<file path="src/rtl/multicycle_alu.sv">
// Registered EX-stage ALU with a start/done handshake. Logic, add/sub, compare and
// shift ops finish in one cycle; unsigned multiply and divide iterate one bit per cycle.
module multicycle_alu #(
   parameter int WIDTH = 32
) (
   input  logic             clk,
   input  logic             rst,
   input  logic             start,
   input  logic [3:0]       AluCtrl,
   input  logic [WIDTH-1:0] input1,
   input  logic [WIDTH-1:0] input2,
   output logic             ready,
   output logic             done,
   output logic [WIDTH-1:0] result,
   output logic [WIDTH-1:0] hi,
   output logic             zero,
   output logic             carry,
   output logic             overflow
);
   localparam int SHW = $clog2(WIDTH);
   localparam int CW  = $clog2(WIDTH) + 1;

   localparam logic [3:0] OP_AND  = 4'b0000;
   localparam logic [3:0] OP_OR   = 4'b0001;
   localparam logic [3:0] OP_XOR  = 4'b0011;
   localparam logic [3:0] OP_ADD  = 4'b0010;
   localparam logic [3:0] OP_SUB  = 4'b0110;
   localparam logic [3:0] OP_SLTU = 4'b0111;
   localparam logic [3:0] OP_SLT  = 4'b1111;
   localparam logic [3:0] OP_SLL  = 4'b1100;
   localparam logic [3:0] OP_SRL  = 4'b1101;
   localparam logic [3:0] OP_SRA  = 4'b1110;
   localparam logic [3:0] OP_MULU = 4'b1000;
   localparam logic [3:0] OP_DIVU = 4'b1001;

   typedef enum logic [1:0] {IDLE, RUN, DONE} state_t;

   state_t           state_reg, state_next;
   logic [CW-1:0]    count_reg, count_next;
   logic [WIDTH-1:0] acc_reg, acc_next;
   logic [WIDTH-1:0] q_reg, q_next;
   logic [WIDTH-1:0] a_reg, a_next;
   logic [WIDTH-1:0] b_reg, b_next;
   logic             mul_reg, mul_next;
   logic [WIDTH-1:0] result_reg, result_next;
   logic [WIDTH-1:0] hi_reg, hi_next;
   logic             zero_reg, zero_next;
   logic             carry_reg, carry_next;
   logic             ovf_reg, ovf_next;

   // Single-cycle datapath, fed straight from the ports on the accept edge
   logic             sub;
   logic [WIDTH-1:0] b_eff;
   logic [WIDTH:0]   sum;
   logic [SHW-1:0]   sh;
   logic [WIDTH-1:0] alu_res;
   logic             alu_carry;
   logic             alu_ov;

   always_comb begin
      sub       = (AluCtrl == OP_SUB);
      b_eff     = sub ? ~input2 : input2;
      sum       = {1'b0, input1} + {1'b0, b_eff} + {{WIDTH{1'b0}}, sub};
      sh        = input2[SHW-1:0];
      alu_res   = '0;
      alu_carry = 1'b0;
      alu_ov    = 1'b0;
      case (AluCtrl)
         OP_AND:  alu_res = input1 & input2;
         OP_OR:   alu_res = input1 | input2;
         OP_XOR:  alu_res = input1 ^ input2;
         OP_ADD, OP_SUB: begin
            alu_res   = sum[WIDTH-1:0];
            alu_carry = sum[WIDTH];
            alu_ov    = (input1[WIDTH-1] == b_eff[WIDTH-1]) && (sum[WIDTH-1] != input1[WIDTH-1]);
         end
         OP_SLTU: alu_res = {{(WIDTH-1){1'b0}}, (input1 < input2)};
         OP_SLT:  alu_res = {{(WIDTH-1){1'b0}}, ($signed(input1) < $signed(input2))};
         OP_SLL:  alu_res = input1 << sh;
         OP_SRL:  alu_res = input1 >> sh;
         OP_SRA:  alu_res = $unsigned($signed(input1) >>> sh);
         default: alu_res = '0;
      endcase
   end

   // One iteration step; acc/q hold {hi,lo} of the product or {remainder,quotient}
   logic [WIDTH:0]   mul_sum;
   logic [WIDTH:0]   div_shift;
   logic             div_ge;
   logic [WIDTH-1:0] div_diff;
   logic [WIDTH-1:0] it_acc;
   logic [WIDTH-1:0] it_q;

   always_comb begin
      mul_sum   = {1'b0, acc_reg} + {1'b0, (q_reg[0] ? a_reg : {WIDTH{1'b0}})};
      div_shift = {acc_reg, q_reg[WIDTH-1]};
      div_ge    = (div_shift >= {1'b0, b_reg});
      div_diff  = div_shift[WIDTH-1:0] - b_reg;
      if (mul_reg) begin
         it_acc = mul_sum[WIDTH:1];
         it_q   = {mul_sum[0], q_reg[WIDTH-1:1]};
      end else begin
         it_acc = div_ge ? div_diff : div_shift[WIDTH-1:0];
         it_q   = {q_reg[WIDTH-2:0], div_ge};
      end
   end

   always_comb begin
      state_next  = state_reg;
      count_next  = count_reg;
      acc_next    = acc_reg;
      q_next      = q_reg;
      a_next      = a_reg;
      b_next      = b_reg;
      mul_next    = mul_reg;
      result_next = result_reg;
      hi_next     = hi_reg;
      zero_next   = zero_reg;
      carry_next  = carry_reg;
      ovf_next    = ovf_reg;
      case (state_reg)
         IDLE: begin
            if (start) begin
               if (AluCtrl == OP_MULU || AluCtrl == OP_DIVU) begin
                  mul_next   = (AluCtrl == OP_MULU);
                  a_next     = input1;
                  b_next     = input2;
                  acc_next   = '0;
                  q_next     = (AluCtrl == OP_MULU) ? input2 : input1;
                  count_next = CW'(WIDTH);
                  state_next = RUN;
               end else begin
                  result_next = alu_res;
                  hi_next     = '0;
                  zero_next   = (alu_res == '0);
                  carry_next  = alu_carry;
                  ovf_next    = alu_ov;
                  state_next  = DONE;
               end
            end
         end
         RUN: begin
            count_next = count_reg - 1'b1;
            acc_next   = it_acc;
            q_next     = it_q;
            if (count_reg == CW'(1)) begin
               result_next = it_q;
               hi_next     = it_acc;
               zero_next   = (it_q == '0);
               carry_next  = 1'b0;
               ovf_next    = 1'b0;
               state_next  = DONE;
            end
         end
         DONE:    state_next = IDLE;
         default: state_next = IDLE;
      endcase
   end

   always_ff @(posedge clk or posedge rst) begin
      if (rst) begin
         state_reg  <= IDLE;
         count_reg  <= '0;
         acc_reg    <= '0;
         q_reg      <= '0;
         a_reg      <= '0;
         b_reg      <= '0;
         mul_reg    <= 1'b0;
         result_reg <= '0;
         hi_reg     <= '0;
         zero_reg   <= 1'b0;
         carry_reg  <= 1'b0;
         ovf_reg    <= 1'b0;
      end else begin
         state_reg  <= state_next;
         count_reg  <= count_next;
         acc_reg    <= acc_next;
         q_reg      <= q_next;
         a_reg      <= a_next;
         b_reg      <= b_next;
         mul_reg    <= mul_next;
         result_reg <= result_next;
         hi_reg     <= hi_next;
         zero_reg   <= zero_next;
         carry_reg  <= carry_next;
         ovf_reg    <= ovf_next;
      end
   end

   assign ready    = (state_reg == IDLE);
   assign done     = (state_reg == DONE);
   assign result   = result_reg;
   assign hi       = hi_reg;
   assign zero     = zero_reg;
   assign carry    = carry_reg;
   assign overflow = ovf_reg;
endmodule
</file>
<file path="config.mk">
export PLATFORM = sky130hd
export DESIGN_NAME = multicycle_alu
export DESIGN_NICKNAME = d
export VERILOG_FILES = /design/src/rtl/multicycle_alu.sv
export SDC_FILE = /design/constraint.sdc
export NUM_CORES = 1
export LEC_CHECK = 0
export CORE_ASPECT_RATIO = 1.2
export CORE_MARGIN = 1
export CORE_UTILIZATION = 46
export DETAILED_ROUTE_END_ITERATION = 6
export DONT_BUFFER_PORTS = 1
export GPL_ROUTABILITY_DRIVEN = 1
export GPL_TIMING_DRIVEN = 0
export SYNTH_ARGS = -nofsm -noshare
export SYNTH_HDL_FRONTEND = slang
export SYNTH_SLANG_ARGS = --single-unit
</file>
<file path="constraint.sdc">
create_clock -name clk -period 7.9 [get_ports clk]
set_input_delay 2.37 -clock clk [delete_from_list [all_inputs] [get_ports clk]]
set_output_delay 2.37 -clock clk [all_outputs]
set_load 0.01 [all_outputs]
</file>
Yosys cells after proc, flatten, opt, wreduce, memory -nomap -nowiden. Index checks and enable logic that the tools add are counted. Widths: inputs -> output; s select.

Bits in registers: 204. Logic and storage cells: 100. Output and inout bits: 69. Input port bits: 71.

Magnitude comparators: 3. Bitwise gates (word level): 4. Muxes and demuxes: 41. Shifts and indexed selects: 3. Reductions and logical operators: 12. Add/sub/neg operators: 5. Equality and inequality tests: 20.

Operators by type and width (count): $mux 32 (16); $pmux 32 s9 (1); $pmux 32 s2 (4); $add 32x32->33 (2); $logic_not 32->1 (2); $lt 32x32->1 (2); $add 33x1->33 (1); $ge 33x32->1 (1); $and 32x32->32 (1); $not 32->32 (1); $or 32x32->32 (1); $shl 32x5->32 (1); $shr 32x5->32 (1); $sshr 32x5->32 (1); $sub 32x32->32 (1); $xor 32x32->32 (1); $eq 4x4->1 const B (6); $mux 6 (2); $pmux 6 s2 (1); $mux 1 (10); $eq 4x2->1 const B (2); $eq 4x3->1 const B (2); $eq 6x1->1 const B (1); $mux 2 (3); other kinds (19) (24).

Longest topological paths before layout. Gate-level depths: netlist of run 1.

Depth in word-level cells: 10. Depth in mapped cells: 20. Mapped depth without buffers: 16.

Worst setup path after synthesis of run 1. OpenSTA, ideal clock, no wires.

Kind: in2reg. Start: input port AluCtrl[0]. End: register zero_reg (netlist: zero). Data required time: 7.824 ns. Buffers on the path: 5. Path slack: 1.119 ns. Setup time: 0.076 ns. Cell stages on the path: 20. Arrival time: 6.705 ns. Cells stage by stage: buf_2 -> nand2b_1 -> nor2_1 -> clkbuf_1 -> and2_1 -> clkbuf_1 -> buf_1 -> xnor2_1 -> ha_1 -> clkbuf_1 -> a21oi_1 -> o21ai_0 -> a2111oi_0 -> a21oi_1 -> xor2_1 -> a221o_1 -> or4_1 -> nor4_1 -> nand2_1 -> o21ai_1.

Longest elaborated chain between the ends: 9. Elaborated cells on any way between the ends: 24. Classes of those cells: add/sub (2); eq/ne (12); mux (5); reduce/logical (5).

RTL lines: start: declaration (line 9) `input logic [3:0] AluCtrl,`; $eq 4x3->1 (line 61, 68); $mux 32 (line 62) `b_eff = sub ? ~input2 : input2;`; $add 32x32->33 (line 63) `sum = {1'b0, input1} + {1'b0, b_eff} + {{WIDTH{1'b0}}, sub};`; $add 33x1->33 (line 63); $pmux 32 s9 (line 68) `case (AluCtrl)`; $logic_not 32->1 (line 135) `zero_next = (alu_res == '0);`; $mux 1 (line 124) `if (AluCtrl == OP_MULU || AluCtrl == OP_DIVU) begin`; $mux 1 (line 123) `if (start) begin`; $pmux 1 s2 (line 121) `case (state_reg)`; end signal: assignment (line 184) `zero_reg <= zero_next;`; end: declaration (line 47) `logic zero_reg, zero_next;`.

Parallel ways exist; a longest one is shown, timed or not. The select of a mux whose other input is x is not followed. A chain may end at the register's enable or synchronous reset.

Worst setup path in the final report of run 1.
Start: input port AluCtrl[3]. End: register zero_reg (netlist: zero).

Same word-level chain as after synthesis.

==> key figures, run 1 <==
Timing
  – Max_slew headroom: -11.3%
  – Setup ws final: 0.153 ns
  – Final hold vios: 0
  – Final setup violation count: 0
  – Fin. max-slew vios: 2
  – FMAX: 129 MHz
  – Final Skew: 0.0175 ns
  – Min Clock Period, post-route: 7.75 ns
  – Actual slew at the worst max-slew pin: 1.65 ns
  – Worst hold slack: 0.477 ns
  – RSZ-0062 raised after global routing: no
  – Ratio of final minimum period to clock period: 98.1%

Floorplan
  – Die width: 201 microns
  – I/O Pins: 140
  – Die height: 241 microns
  – Die area: 0.0485 sq mm
  – Site row count: 87
  – Core box area: 0.0470 sq mm
  – Initial core utilization: 46.5%

Clock network
  – Clk buf depth: 3
  – Clock slew at reported path FFs: 0.06 ns
  – Clk Latency, worst-skew pair: 0.55 ns
  – Post-CTS setup buffer count: 0
  – Root buf cell: clkbuf_16
  – CTS H-Tree Depth: 1
  – CTS Buf Count: 23
  – CTS tree: done
  – Clock sink count: 204

Synthesis
  – Number of synthesized flops with an enable pin: 0
  – Mean Syn Cell Area: 8.17 sq um
  – Post-synth top area cell: dfrtp_1
  – Top FF cell, synth: dfrtp_1
  – Most common cell in the netlist: nand2_1
  – Top post-synthesis cells by count: nand2_1 (362), o21ai_0 (225), dfrtp_1 (204)
  – Post-synth net total: 2955
  – Ys Warns: 0
  – Synth async-reset ratio: 100%
  – Syn Inst Count: 2679
  – Area share of the largest cell type after synthesis: 23.3%
  – Synth cell types: 95
  – Register area share after synthesis: 23.3%
  – #FFs+latches synth: 204
  – Main area contributors after synthesis: dfrtp_1 (23%), ha_1 (12%), nand2_1 (6.2%)
  – Post-Syn Area: 0.0219 sq mm

Routing
  – DR pass1 iterations: 6
  – DR vias: 23000
  – Initial DRC Count: 2652
  – Number of remaining DRC errors: 0
  – Post-DR vias/cell: 6.87
  – Routed len/inst: 34.1 microns
  – DRT antenna net count: 0
  – Total wire length: 114000 microns

Worst setup path
  – RR Endpoint: acc_reg[16]
  – RR Startpoint: q_reg[31]
  – Required time worst endpoint: 8.38 ns
  – End point of the critical path: zero
  – Startpoint types: input port
  – WS Path Type: input port to flip-flop
  – R2R setup slack: 2.49 ns
  – CP Capture Type: flip-flop
  – CP arrival: 8.22 ns
  – Crit Path Max Fanout: 10
  – Setup crit start: AluCtrl[3]
  – Worst R2R Path Depth: 14

Finish
  – Fillers: 4586
  – Fin util: 50.3%
  – Multi-input gate area: 0.0155 sq mm
  – Finished Cell Area: 0.0236 sq mm
  – Final net count: 2986
  – Sequential cell area: 0.00510 sq mm
  – Share of post-route cells with drive strength above 1: 8.00%
  – Layout area overhead: 8.04%

Outcome
  – Status: finished with violations
  – Failing checks: capacitance limit, slew limit

Power and ir drop
  – Switching share of power: 49.3%
  – Worst vdd ir: 0.151 mV
  – Static leakage: 0.0105 uW
  – Gate power share: 57.6%
  – Pwr dens: 306 mW/mm^2
  – Sw Pwr: 3570 uW
  – Design Power: 7230 uW
  – Internal power: 3670 uW
  – Flop pwr share: 26.0%
  – Clk network pwr share: 16.4%

Place
  – Gpl congestion: 1.11
  – Place WS: -1.08 ns
  – Dpl cell area: 0.0228 sq mm
  – Port-buffer cells: 0
  – Detailed placer's ending HPWL: 91200 microns

Global route
  – Total GRT Usage: 46.3%
  – Vias in the first global route: 22900
  – Initial antenna violation count: 5
  – Largest net degree at the start of global routing: 44
  – GRT Residual Overflow: 0
  – First-pass GRT wire length: 161000 microns

Job
  – Number of max-cap violations: 1

Hold path
  – Min-Delay Path Class: flip-flop to flip-flop
==> power groups by stage <==
stage / clock, uW / sequential [uW] / combinational, uW
floorplan: 0 / 1740 / 2810
global placement: 0 / 1860 / 3910
detailed placement: 0 / 1870 / 3980
CTS: 1180 / 1860 / 4000
global route: 1220 / 1920 / 4440
finish: 1190 / 1880 / 4160
==> worst min-delay path by stage <==
| stage | from | to | slack (ns) | cells after the start |
|---|---|---|---|---|
| 6_report | a_reg[23] | a_reg[23] | 0.48 | 2 |
| 5_1_grt | a_reg[13] | a_reg[13] | 0.50 | 2 |
| 4_1_cts | a_reg[23] | a_reg[23] | 0.48 | 2 |
| 3_5_place_dp | a_reg[11] | a_reg[11] | 0.46 | 2 |
| 3_3_place_gp | a_reg[12] | a_reg[12] | 0.45 | 2 |
| 2_1_floorplan | a_reg[0] | a_reg[0] | 0.44 | 2 |
==> worst max-delay path, cell delays in order <==
cell and delay, ns:
clkbuf_1 0.42, nor2_4 0.40, clkbuf_2 0.37, and2_1 0.18, clkbuf_1 0.23, buf_2 0.38, xnor2_1 0.17, ha_1 0.24
clkbuf_1 0.25, a21oi_1 0.34, o21ai_0 0.23, a2111oi_1 0.74, a21oi_1 0.29, xor2_1 0.23, a221o_1 0.34, or4_1 0.40
nor4_1 0.35, nand2_1 0.12, o21ai_1 0.15
==> metal layers <==
| metal | wire length [microns] | GRT usage [%] | up-vias |
|---|---|---|---|
| met3 | 9880 | 10.5 | 612 |
| met4 | 14000 | 48.3 | 0 |
| met5 | 0 | 0 | - |
| met2 | 51900 | 76.2 | 1564 |
| li1 | - | - | 9864 |
| met1 | 38300 | 48.0 | 11000 |
==> final cells by class <==
class	count	area share, %
Multi-Input combinational cell	2156	65.4
Sequential cell	204	21.6
Buffer	170	3.40
Tap cell	623	3.30
Clock buffer	27	2.62
Inverter	148	2.36
Clock inverter	12	0.778
Timing Repair Buffer	7	0.487
Antenna cell	4	0.0423
==> logic make-up (layout without fill, tap and decap cells) <==
logic type,count (synthesis),after routing,synth area share (%)
XOR/XNOR,101,101,4.08
multiplexers,199,199,12.0
other,0,4,0
buffers and inverters,319,364,6.12
AND/OR/NAND/NOR,847,847,18.4
AO/OA/AOI/OAI,804,804,24.3
flip-flops,204,204,23.3
adder cells (fa/ha/maj),205,205,11.8
==> placed cells by master (no fill, tap or decap), types with 14 or more instances in the layout <==
cell type  count
a2111oi_0     14
a211oi_1      42
a21o_1        60
a21oi_1      156
a221oi_1      18
a22o_1        28
a311oi_1      14
a31oi_1       15
and2_1        47
and3_1        15
buf_1         16
buf_2         19
clkbuf_1     114
clkbuf_16     23
dfrtp_1      204
ha_1         202
inv_1        144
mux2_2        53
mux2i_1      102
mux4_2        39
nand2_1      362
nand2b_1      38
nand3_1       40
nand4_1       23
nor2_1       158
nor2b_1       23
nor3_1        40
nor4_1        20
o211ai_1      43
o21a_1        14
o21ai_0      222
o221ai_1      16
o22ai_1       20
o31ai_1       23
or2_2         14
xnor2_1       71
xor2_1        29
==> stage by stage <==
step / setup TNS, ns / std cells
after floorplan: 0 / 2679
final: 0 / 3351
after global routing: 0 / 3349
after global placement: -12.31 / 3302
after detailed placement: -11.96 / 3307
after CTS: 0 / 3346
==> timing repair <==
item	in CTS	in global routing
setup endpoints to repair	11	1
hold buffers	0	0
resized for setup	8	4
Note: power is estimated with default switching activity, not from simulation.
==> inputs of run 2 (changes only) <==
--- a/config.mk
+++ b/config.mk
@@ -6,7 +6,6 @@
 export NUM_CORES = 1
 export LEC_CHECK = 0
 export CORE_ASPECT_RATIO = 1.2
-export CORE_MARGIN = 1
 export CORE_UTILIZATION = 46
 export DETAILED_ROUTE_END_ITERATION = 6
 export DONT_BUFFER_PORTS = 1
==> results of run 2 <==
Final layout, timing and power as in run 1 (identical DEF).
